==> src/rtl/telemetry_command_interpreter_pkg.sv <==
// Shared codes, channel map and TX state encoding for the
// telemetry command interpreter and its reply serializer.
package telemetry_interp_pkg;

  localparam int NUM_CHANNELS = 12;

  localparam logic [7:0] CODE_WP_BASE = 8'd1;
  localparam logic [7:0] CODE_STOP    = 8'd9;
  localparam logic [7:0] CODE_BEGIN   = 8'd10;
  localparam logic [7:0] CODE_X       = 8'd20;
  localparam logic [7:0] CODE_Y       = 8'd21;
  localparam logic [7:0] CODE_THETA   = 8'd22;
  localparam logic [7:0] CODE_RPM1    = 8'd30;
  localparam logic [7:0] CODE_RPM2    = 8'd31;
  localparam logic [7:0] CODE_RPM3    = 8'd32;
  localparam logic [7:0] CODE_RPM4    = 8'd33;
  localparam logic [7:0] CODE_DIST1   = 8'd40;
  localparam logic [7:0] CODE_DIST2   = 8'd41;
  localparam logic [7:0] CODE_DIST3   = 8'd42;
  localparam logic [7:0] CODE_DIST4   = 8'd43;
  localparam logic [7:0] CODE_BEHAV   = 8'd50;

  localparam logic [3:0] CH_X     = 4'd0;
  localparam logic [3:0] CH_Y     = 4'd1;
  localparam logic [3:0] CH_THETA = 4'd2;
  localparam logic [3:0] CH_RPM1  = 4'd3;
  localparam logic [3:0] CH_RPM2  = 4'd4;
  localparam logic [3:0] CH_RPM3  = 4'd5;
  localparam logic [3:0] CH_RPM4  = 4'd6;
  localparam logic [3:0] CH_DIST1 = 4'd7;
  localparam logic [3:0] CH_DIST2 = 4'd8;
  localparam logic [3:0] CH_DIST3 = 4'd9;
  localparam logic [3:0] CH_DIST4 = 4'd10;
  localparam logic [3:0] CH_BEHAV = 4'd11;

  typedef enum logic [1:0] {
    TX_IDLE    = 2'd0,
    TX_HEADER  = 2'd1,
    TX_PAYLOAD = 2'd2
  } tx_state_e;

  typedef struct packed {
    logic       hit;
    logic [3:0] idx;
  } chan_sel_t;

  function automatic chan_sel_t code_to_channel(
    input logic [7:0] code
  );
    chan_sel_t r;
    r = '{hit: 1'b1, idx: 4'd0};
    case (code)
      CODE_X:     r.idx = CH_X;
      CODE_Y:     r.idx = CH_Y;
      CODE_THETA: r.idx = CH_THETA;
      CODE_RPM1:  r.idx = CH_RPM1;
      CODE_RPM2:  r.idx = CH_RPM2;
      CODE_RPM3:  r.idx = CH_RPM3;
      CODE_RPM4:  r.idx = CH_RPM4;
      CODE_DIST1: r.idx = CH_DIST1;
      CODE_DIST2: r.idx = CH_DIST2;
      CODE_DIST3: r.idx = CH_DIST3;
      CODE_DIST4: r.idx = CH_DIST4;
      CODE_BEHAV: r.idx = CH_BEHAV;
      default:    r.hit = 1'b0;
    endcase
    return r;
  endfunction

  // rpm and behaviour carry only a byte-wide value
  function automatic logic is_narrow(
    input logic [3:0] idx
  );
    return (idx >= CH_RPM1 && idx <= CH_RPM4) ||
           (idx == CH_BEHAV);
  endfunction

endpackage

==> src/rtl/telemetry_command_interpreter_tx_response_serializer.sv <==
// Reply serializer: header + MSB-first payload under valid/ready,
// with a 1-deep pending slot. Ports: req_*_i in, tx_*_o out, drop_o.
module tx_response_serializer
  import telemetry_interp_pkg::*;
#(
  parameter int N_WIDTH        = 17,
  parameter int INT_WIDTH      = 8,
  parameter int BYTES_PER_WORD = 3
) (
  input  logic                 clk_i,
  input  logic                 rst_i,
  input  logic                 req_valid_i,
  input  logic [INT_WIDTH-1:0] req_code_i,
  input  logic [N_WIDTH-1:0]   req_word_i,
  input  logic                 tx_ready_i,
  output logic                 tx_valid_o,
  output logic [INT_WIDTH-1:0] tx_data_o,
  output logic                 drop_o
);

  localparam int PW = BYTES_PER_WORD * INT_WIDTH;
  localparam int IW = (BYTES_PER_WORD > 1) ?
                      $clog2(BYTES_PER_WORD) : 1;

  tx_state_e            state_q, state_d;
  logic [IW-1:0]        idx_q, idx_d;
  logic [INT_WIDTH-1:0] cur_code_q, cur_code_d;
  logic [PW-1:0]        cur_word_q, cur_word_d;
  logic                 pend_v_q, pend_v_d;
  logic [INT_WIDTH-1:0] pend_code_q, pend_code_d;
  logic [PW-1:0]        pend_word_q, pend_word_d;

  logic [PW-1:0] req_word;
  logic          last;

  assign req_word = PW'(req_word_i);

  // final payload byte leaves on this edge
  assign last = (state_q == TX_PAYLOAD) &&
                (idx_q == '0) && tx_ready_i;

  always_ff @(posedge clk_i or posedge rst_i) begin
    if (rst_i) begin
      state_q     <= TX_IDLE;
      idx_q       <= '0;
      cur_code_q  <= '0;
      cur_word_q  <= '0;
      pend_v_q    <= 1'b0;
      pend_code_q <= '0;
      pend_word_q <= '0;
    end else begin
      state_q     <= state_d;
      idx_q       <= idx_d;
      cur_code_q  <= cur_code_d;
      cur_word_q  <= cur_word_d;
      pend_v_q    <= pend_v_d;
      pend_code_q <= pend_code_d;
      pend_word_q <= pend_word_d;
    end
  end

  always_comb begin
    state_d     = state_q;
    idx_d       = idx_q;
    cur_code_d  = cur_code_q;
    cur_word_d  = cur_word_q;
    pend_v_d    = pend_v_q;
    pend_code_d = pend_code_q;
    pend_word_d = pend_word_q;
    drop_o      = 1'b0;

    unique case (state_q)
      TX_IDLE: begin
        if (req_valid_i) begin
          cur_code_d = req_code_i;
          cur_word_d = req_word;
          state_d    = TX_HEADER;
        end
      end
      TX_HEADER: begin
        if (tx_ready_i) begin
          state_d = TX_PAYLOAD;
          idx_d   = IW'(BYTES_PER_WORD - 1);
        end
      end
      TX_PAYLOAD: begin
        if (last) begin
          if (pend_v_q) begin
            // promote pending; a same-edge request refills it
            cur_code_d  = pend_code_q;
            cur_word_d  = pend_word_q;
            state_d     = TX_HEADER;
            pend_v_d    = req_valid_i;
            if (req_valid_i) begin
              pend_code_d = req_code_i;
              pend_word_d = req_word;
            end
          end else if (req_valid_i) begin
            cur_code_d = req_code_i;
            cur_word_d = req_word;
            state_d    = TX_HEADER;
          end else begin
            state_d = TX_IDLE;
          end
        end else if (tx_ready_i) begin
          idx_d = idx_q - 1'b1;
        end
      end
      default: state_d = TX_IDLE;
    endcase

    if (req_valid_i && state_q != TX_IDLE && !last) begin
      if (!pend_v_q) begin
        pend_v_d    = 1'b1;
        pend_code_d = req_code_i;
        pend_word_d = req_word;
      end else begin
        drop_o = 1'b1;
      end
    end
  end

  assign tx_valid_o = (state_q != TX_IDLE);

  always_comb begin
    tx_data_o = '0;
    unique case (state_q)
      TX_HEADER:  tx_data_o = cur_code_q;
      TX_PAYLOAD: tx_data_o =
        cur_word_q[idx_q*INT_WIDTH +: INT_WIDTH];
      default:    tx_data_o = '0;
    endcase
  end

endmodule

==> src/rtl/telemetry_command_interpreter.sv <==
// UART command decoder: motion strobes, error count and telemetry
// snapshot feeding the reply serializer. Ports: RX in, TELEM in, TX out.
module telemetry_command_interpreter
  import telemetry_interp_pkg::*;
#(
  parameter int N_WIDTH        = 17,
  parameter int INT_WIDTH      = 8,
  parameter int BYTES_PER_WORD = 3,
  parameter int N_WAYPOINTS    = 8,
  parameter int SEL_WIDTH      = 3
) (
  input  logic MESSAGE_INTERPRETER_CLOCK_50,
  input  logic MESSAGE_INTERPRETER_RESET_InHigh,
  input  logic MESSAGE_INTERPRETER_RXVALID_In,
  input  logic [INT_WIDTH-1:0]
               MESSAGE_INTERPRETER_RXDATA_InBus,
  input  logic [NUM_CHANNELS*N_WIDTH-1:0]
               MESSAGE_INTERPRETER_TELEM_InBus,
  input  logic MESSAGE_INTERPRETER_TXREADY_In,
  output logic MESSAGE_INTERPRETER_TXVALID_Out,
  output logic [INT_WIDTH-1:0]
               MESSAGE_INTERPRETER_TXDATA_OutBus,
  output logic [SEL_WIDTH-1:0]
               MESSAGE_INTERPRETER_WAYSELECT_OutBus,
  output logic MESSAGE_INTERPRETER_STOPSIGNAL_OutLow,
  output logic MESSAGE_INTERPRETER_BEGINSIGNAL_OutLow,
  output logic MESSAGE_INTERPRETER_NEWSIGNAL_OutLow,
  output logic [INT_WIDTH-1:0]
               MESSAGE_INTERPRETER_ERRCNT_OutBus
);

  localparam logic [7:0] WP_MAX = 8'(N_WAYPOINTS);

  logic clk, rst, rx_valid;
  logic [INT_WIDTH-1:0] rx_data;

  assign clk      = MESSAGE_INTERPRETER_CLOCK_50;
  assign rst      = MESSAGE_INTERPRETER_RESET_InHigh;
  assign rx_valid = MESSAGE_INTERPRETER_RXVALID_In;
  assign rx_data  = MESSAGE_INTERPRETER_RXDATA_InBus;

  logic [7:0] code;
  logic       hi_zero;
  chan_sel_t  csel;
  logic       is_wp, is_stop, is_begin, is_tel;
  logic       req_valid, is_err, drop;

  assign code    = rx_data[7:0];
  // wider bytes only decode when the upper bits are clear
  assign hi_zero = ((rx_data >> 8) == '0);
  assign csel    = code_to_channel(code);

  assign is_wp    = hi_zero && code >= CODE_WP_BASE &&
                    code <= WP_MAX;
  assign is_stop  = hi_zero && code == CODE_STOP;
  assign is_begin = hi_zero && code == CODE_BEGIN;
  assign is_tel   = hi_zero && csel.hit;

  assign req_valid = rx_valid && is_tel;
  assign is_err    = rx_valid &&
                     !(is_wp || is_stop || is_begin || is_tel);

  logic [N_WIDTH-1:0] chan [NUM_CHANNELS];
  logic [N_WIDTH-1:0] snap;

  for (genvar g = 0; g < NUM_CHANNELS; g++) begin : g_chan
    assign chan[g] =
      MESSAGE_INTERPRETER_TELEM_InBus[g*N_WIDTH +: N_WIDTH];
  end

  always_comb begin
    snap = chan[csel.idx];
    if (is_narrow(csel.idx)) begin
      snap = N_WIDTH'(chan[csel.idx][INT_WIDTH-1:0]);
    end
  end

  logic [SEL_WIDTH-1:0] sel_q, sel_d;
  logic                 stop_q, stop_d;
  logic                 begin_q, begin_d;
  logic                 new_q, new_d;
  logic [INT_WIDTH-1:0] errcnt_q, errcnt_d;

  always_ff @(posedge clk or posedge rst) begin
    if (rst) begin
      sel_q    <= '0;
      stop_q   <= 1'b1;
      begin_q  <= 1'b1;
      new_q    <= 1'b1;
      errcnt_q <= '0;
    end else begin
      sel_q    <= sel_d;
      stop_q   <= stop_d;
      begin_q  <= begin_d;
      new_q    <= new_d;
      errcnt_q <= errcnt_d;
    end
  end

  always_comb begin
    sel_d   = sel_q;
    stop_d  = stop_q;
    begin_d = begin_q;
    new_d   = 1'b1;
    if (rx_valid) begin
      unique case (1'b1)
        is_wp: begin
          sel_d   = SEL_WIDTH'(code - CODE_WP_BASE);
          stop_d  = 1'b1;
          begin_d = 1'b1;
          new_d   = 1'b0;
        end
        is_stop: begin
          stop_d = 1'b0;
        end
        is_begin: begin
          sel_d   = '0;
          stop_d  = 1'b1;
          begin_d = 1'b0;
          new_d   = 1'b0;
        end
        default: ;
      endcase
    end
  end

  always_comb begin
    errcnt_d = errcnt_q;
    if ((is_err || drop) && !(&errcnt_q)) begin
      errcnt_d = errcnt_q + 1'b1;
    end
  end

  tx_response_serializer #(
    .N_WIDTH        (N_WIDTH),
    .INT_WIDTH      (INT_WIDTH),
    .BYTES_PER_WORD (BYTES_PER_WORD)
  ) u_ser (
    .clk_i       (clk),
    .rst_i       (rst),
    .req_valid_i (req_valid),
    .req_code_i  (rx_data),
    .req_word_i  (snap),
    .tx_ready_i  (MESSAGE_INTERPRETER_TXREADY_In),
    .tx_valid_o  (MESSAGE_INTERPRETER_TXVALID_Out),
    .tx_data_o   (MESSAGE_INTERPRETER_TXDATA_OutBus),
    .drop_o      (drop)
  );

  assign MESSAGE_INTERPRETER_WAYSELECT_OutBus   = sel_q;
  assign MESSAGE_INTERPRETER_STOPSIGNAL_OutLow  = stop_q;
  assign MESSAGE_INTERPRETER_BEGINSIGNAL_OutLow = begin_q;
  assign MESSAGE_INTERPRETER_NEWSIGNAL_OutLow   = new_q;
  assign MESSAGE_INTERPRETER_ERRCNT_OutBus      = errcnt_q;

endmodule

==> config.mk <==
export PLATFORM = sky130hd
export DESIGN_NAME = telemetry_command_interpreter
export DESIGN_NICKNAME = d
export VERILOG_FILES = /design/src/rtl/telemetry_command_interpreter_pkg.sv /design/src/rtl/telemetry_command_interpreter_tx_response_serializer.sv /design/src/rtl/telemetry_command_interpreter.sv
export SDC_FILE = /design/constraint.sdc
export NUM_CORES = 1
export LEC_CHECK = 0
export ABC_AREA = 1
export CORE_AREA = 2 2 123 125
export DETAILED_ROUTE_END_ITERATION = 7
export DIE_AREA = 0 0 125 127
export PLACE_DENSITY = 0.81
export REMOVE_ABC_BUFFERS = 1
export SETUP_SLACK_MARGIN = 0.4
export SLEW_MARGIN = 15
export SYNTH_ARGS = -nofsm -noshare
export SYNTH_HDL_FRONTEND = slang
export SYNTH_SLANG_ARGS = --single-unit
==> constraint.sdc <==
create_clock -name MESSAGE_INTERPRETER_CLOCK_50 -period 3.1 [get_ports MESSAGE_INTERPRETER_CLOCK_50]
set_input_delay 0.31 -clock MESSAGE_INTERPRETER_CLOCK_50 [delete_from_list [all_inputs] [get_ports MESSAGE_INTERPRETER_CLOCK_50]]
set_output_delay 0.31 -clock MESSAGE_INTERPRETER_CLOCK_50 [all_outputs]
set_load 0.005 [all_outputs]
# After elaboration in Yosys (flattened, before gate mapping)
# Cells that the tools add are included.
# classes
reduce_logical,32
muxes,48
magnitude_cmp,5
n_bitwise,1
addsub,3
shift,1
eq_ne,22
# ops
cell,n
$mux W24,9
$mux W8,9
$bmux W17 S4,1
$eq A8 B6 Y1 const B,7
$mux W17,3
$pmux W24 S2,1
$pmux W4 S11,1
$eq A8 B5 Y1 const B,5
$pmux W8 S2,2
$shiftx A24 B6 Y8,1
$eq A8 B4 Y1 const B,2
$mux W2,6
$reduce_or A12 Y1,1
$mux W1,11
$reduce_bool A2 Y1,5
$logic_and A1 B1 Y1,9
$add A8 B1 Y8 const B,1
$ge A8 B1 Y1 const B,1
$le A8 B4 Y1 const B,1
$reduce_and A8 Y1,1
$ne A2 B2 Y1 const B,3
$pmux W2 S3,1
$pmux W3 S2,1
$reduce_and A2 Y1,3
other kinds (18),27
# totals
regBits,83
input_bits,216

# Logic depth before layout (Yosys ltp)
# logic_depth
depth_word,13
mapped_depth,20
mapped_depth_nobuf,19

# Hierarchy
# A second synthesis with hierarchy kept.
# hier_totals
hier_cells,1072
area_unflattened_um2,6713.9
# modules_own_cells
module,cells_per_inst,n_inst,area_per_inst_um2
tx_response_serializer,490,1,3643.5
telemetry_command_interpreter,582,1,3070.4

# Worst setup path after synthesis
# Ideal clock, no wire load.
# synth_timing
path_type,register to register
from,register u_ser.idx_q[0]
to,register u_ser.cur_word_q[21]
stages_incl_launch_ff,13
period_less_slack_ns,2.225
setup_slack_ns,0.875
setup_ns,0.139
arrival_ns,2.086
cell_sequence,dfrtp_1 -> clkbuf_1 -> inv_1 -> clkbuf_1 -> ha_1 -> inv_1 -> nor3_1 -> inv_1 -> nand2_1 -> clkinv_1 -> clkbuf_1 -> a21oi_1 -> a22oi_1
# synth_via
elab_chain_len,5
# synth_lines
element,line,source
"start, declared",telemetry_command_interpreter_tx_response_serializer.sv:26,"logic [IW-1:0] idx_q, idx_d;"
"start signal, assigned",telemetry_command_interpreter_tx_response_serializer.sv:53,idx_q <= idx_d;
$logic_not A2 Y1,telemetry_command_interpreter_tx_response_serializer.sv:40,(idx_q == '0) && tx_ready_i;
$logic_and A1 B1 Y1,telemetry_command_interpreter_tx_response_serializer.sv:39,assign last = (state_q == TX_PAYLOAD) &&
$logic_and A1 B1 Y1,telemetry_command_interpreter_tx_response_serializer.sv:40,
$ne A2 B1 Y1 (no line),-,
$reduce_and A2 Y1 (no line),-,
"end signal, assigned",telemetry_command_interpreter_tx_response_serializer.sv:55,cur_word_q <= cur_word_d;
"end, declared",telemetry_command_interpreter_tx_response_serializer.sv:28,"logic [PW-1:0] cur_word_q, cur_word_d;"
# Every way passes these cells.
# A chain may end at the register's enable or synchronous reset.

==> results.json <==
{
  "drt_iter0_drc": 592,
  "synth_enable_flop_cells": 0,
  "slew_viol_final": 0,
  "worstReg2RegEnd": "u_ser.cur_word_q[19]",
  "crit_required_ns": 2.79,
  "grt_overflow": 0,
  "ys_ff_latch": 83,
  "crit_top_cell": "nand2_1",
  "power.density_nw_per_um2": 576.8,
  "routabilityCongestion": 0.8594,
  "cts-root-buf": "clkbuf_16",
  "grt_pass1_vias": 6865,
  "insertion_delay_ns": 0.34,
  "grt_max_degree": 67,
  "period_needed_ns": 2.548,
  "numCtsBuffers": 9,
  "hold_end": "u_ser.pend_code_q[1]",
  "worstPathCellList": "inv_4 -> nand2_1 -> o22ai_1 -> nand2_1 -> a21oi_1 -> clkdlybuf4s50_1",
  "whs_ns": 0.3276,
  "ant_nets": 0,
  "path_delay_family": "buffers and inverters",
  "post_dp_cell_area_sq_um": 8661,
  "grt_pass1_wl_um": 31610,
  "synthArstFlopShare_pct": 100.0,
  "path_buf_inv": 2,
  "rrSetupSlack_ns": 0.73,
  "finalSetupViolCount": 0,
  "reg2reg_depth": 11,
  "firstDrtPassIters": 6,
  "power.leakage_nw": 4.632,
  "hold_violations": 0,
  "fin_nets": 1479,
  "critPathArrivalTime_ns": 2.24,
  "stdcell_area_sq_um": 9072,
  "end_kind": "output pin",
  "die_w_um": 125,
  "area_growth_pct": 38.83,
  "via_count": 7372,
  "maxCapViolCount": 0,
  "yosys.area.top_type": "dfrtp_1",
  "hp-start": "MESSAGE_INTERPRETER_RXDATA_InBus[1]",
  "clock-sinks": 83,
  "post_synth.cell_area_avg_sq_um": 6.090,
  "routed_wl_um": 19380,
  "worst_pin_slew_ns": 0.5984,
  "placed_cells": 1422,
  "hold_class": "in -> reg",
  "synthFlopType": "dfrtp_1",
  "start_kind": "register",
  "slowest_stage": "clkdlybuf4s50_1",
  "drc": 0,
  "cts_tree": "built",
  "ios": 239,
  "yosysSeqAreaShare_pct": 31.84,
  "path_clk_slew_ns": 0.07,
  "period_share_pct": 82.20,
  "htreeDepth": 3,
  "port_buffers": 195,
  "ir_worst_vdd_mv": 0.3758,
  "die_h_um": 127,
  "core_area_sq_um": 14420,
  "post_cts_buffers": 0,
  "drive_gt1_share_pct": 6.523,
  "avgViaCountPerCell": 5.116,
  "cp_slowest_stage_delay_ns": 0.55,
  "initial_core_util_pct": 45.31,
  "cp_max_fo": 12,
  "yosysUniqueCellTypes": 41,
  "fillerInstances": 1303,
  "ctsHoldBuffers": 0,
  "status": "finished clean",
  "power.total_mw": 5.233,
  "netlist.area_leader.share_pct": 30.63,
  "rsz0062_at_grt": "no",
  "wl_per_cell_um": 13.45,
  "clk_path_buf_depth": 2,
  "die-area_sq_um": 15880,
  "syn_area_sq_um": 6535,
  "diodes": 0,
  "holdPathStages": 3,
  "layout.cells.non_filler": 1441,
  "fmax_mhz": 392.4,
  "grt.total_usage_pct": 23.51,
  "rows": 44,
  "synth_cells": 1073,
  "yosysWarnings": 0,
  "synth.area.top_cells": "dfrtp_1, nand2_1, inv_1",
  "dp_hpwl_um": 13820,
  "skew_ns": 0.008666,
  "antenna_found_initial": 0,
  "finalSetupTns_ns": 0,
  "relSlewSlack_pct": 60.06,
  "crit_type": "reg -> out",
  "r2r-start": "u_ser.state_q[0]"
}
[what timing repair did]
action,4_1_cts,5_1_grt
cloned,0,3
gates resized for setup,1,14
endpoints found under the setup margin,3,48
[tightest hold or removal path, stage by stage]
cell and delay (ns):
dlymetal6s2s_1 0.18, nand2_1 0.08, o21ai_1 0.06
[layout make-up]
type	count	area [sq um]	share of cell area (%)
clock buffer	9	225.2	2.482
clock inverter	7	76.32	0.8413
inverter	136	519.2	5.723
multi-input combinational	803	3684	40.60
sequential	83	2082	22.95
tap	184	230.2	2.538
timing repair buffer	219	2256	24.87
[placed cells by master, fill, tap and decap left out, types with 3 or more instances in the layout]
cell               n
a21oi_1           62
a22oi_1            9
buf_12             5
buf_4             15
clkbuf_16         12
clkdlybuf4s50_1  193
clkinv_1           3
clkinvlp_4         5
dfrtp_1           79
dfstp_2            3
ha_1               9
inv_1            122
inv_2              7
inv_4              3
nand2_1          469
nand2_2            6
nand2_4            4
nand3_1           82
nand3b_1           4
nand4_1            3
nor2_1            44
nor2_2             7
nor2_4             3
nor3_1             3
o211ai_1          10
o21ai_0           26
o21ai_1           29
o21bai_1           4
o22ai_1            7
xnor2_1            3
xor2_1             5
[metal layers]
layer	wire length, um	up-vias	track usage, %
met5	0	-	0
met4	365	0	6.078
met3	1223	41	4.523
met2	9365	257	41.11
met1	8424	3368	30.05
li1	-	3706	-
[kinds of logic (layout without fill, tap and decap cells)]
kind of cell	after synthesis	count (layout)	share of synthesized area (%)
fa+ha+maj	11	11	2.106
compound gates	151	151	12.77
buf+inv	187	371	12.10
xor+xnor	8	8	1.072
flops	83	83	31.84
simple gates	633	633	40.11
[worst max-delay path by stage]
stage	start	to	slack, ns	depth (start not counted)
3_5_place_dp	MESSAGE_INTERPRETER_RXDATA_InBus[1]	u_ser.cur_word_q[9]	0.1	18
3_3_place_gp	MESSAGE_INTERPRETER_RXDATA_InBus[1]	u_ser.cur_word_q[9]	0.15	18
6_report	u_ser.idx_q[0]	MESSAGE_INTERPRETER_TXDATA_OutBus[1]	0.55	6
4_1_cts	MESSAGE_INTERPRETER_RXDATA_InBus[1]	u_ser.cur_word_q[9]	0.44	18
5_1_grt	MESSAGE_INTERPRETER_RXDATA_InBus[0]	u_ser.cur_word_q[9]	0.43	19
2_1_floorplan	MESSAGE_INTERPRETER_RXDATA_InBus[0]	u_ser.pend_code_q[2]	0.09	13
[cells in the mapped netlist (all sizes together) (5+ instances only)]
cell type,instances
buf,32
dfrtp,80
o211ai,10
nand3,85
a21oi,63
nor2,54
nand2,479
clkbuf,19
a22oi,9
xor2,5
ha,11
inv,133
o21ai,55
o22ai,7
[power breakdown]
group	internal, mW	switching [mW]
clock network	0.627	0.460
registers	1.53	0.313
logic	1.04	1.27
total	3.19	2.04
[stage by stage]
| step | setup WS (ns) | util, % |
|---|---|---|
| finish | 0.5519 | 62.90 |
| global route | 0.4315 | 62.90 |
| CTS | 0.4416 | 62.14 |
| detailed placement | 0.09581 | 60.05 |
| global placement | 0.1459 | 60.05 |
| floorplan | 0.08948 | - |
[sequential cells by signal (all words and copies together) (netlist names), 2 cells and up]
name,flops
u_ser.state_q,2
u_ser.idx_q,2
u_ser.cur_word_q,24
u_ser.cur_code_q,8
u_ser.pend_word_q,24
MESSAGE_INTERPRETER_WAYSELECT_OutBus,3
u_ser.pend_code_q,8
MESSAGE_INTERPRETER_ERRCNT_OutBus,8
Power figures use the tool's default switching activity.
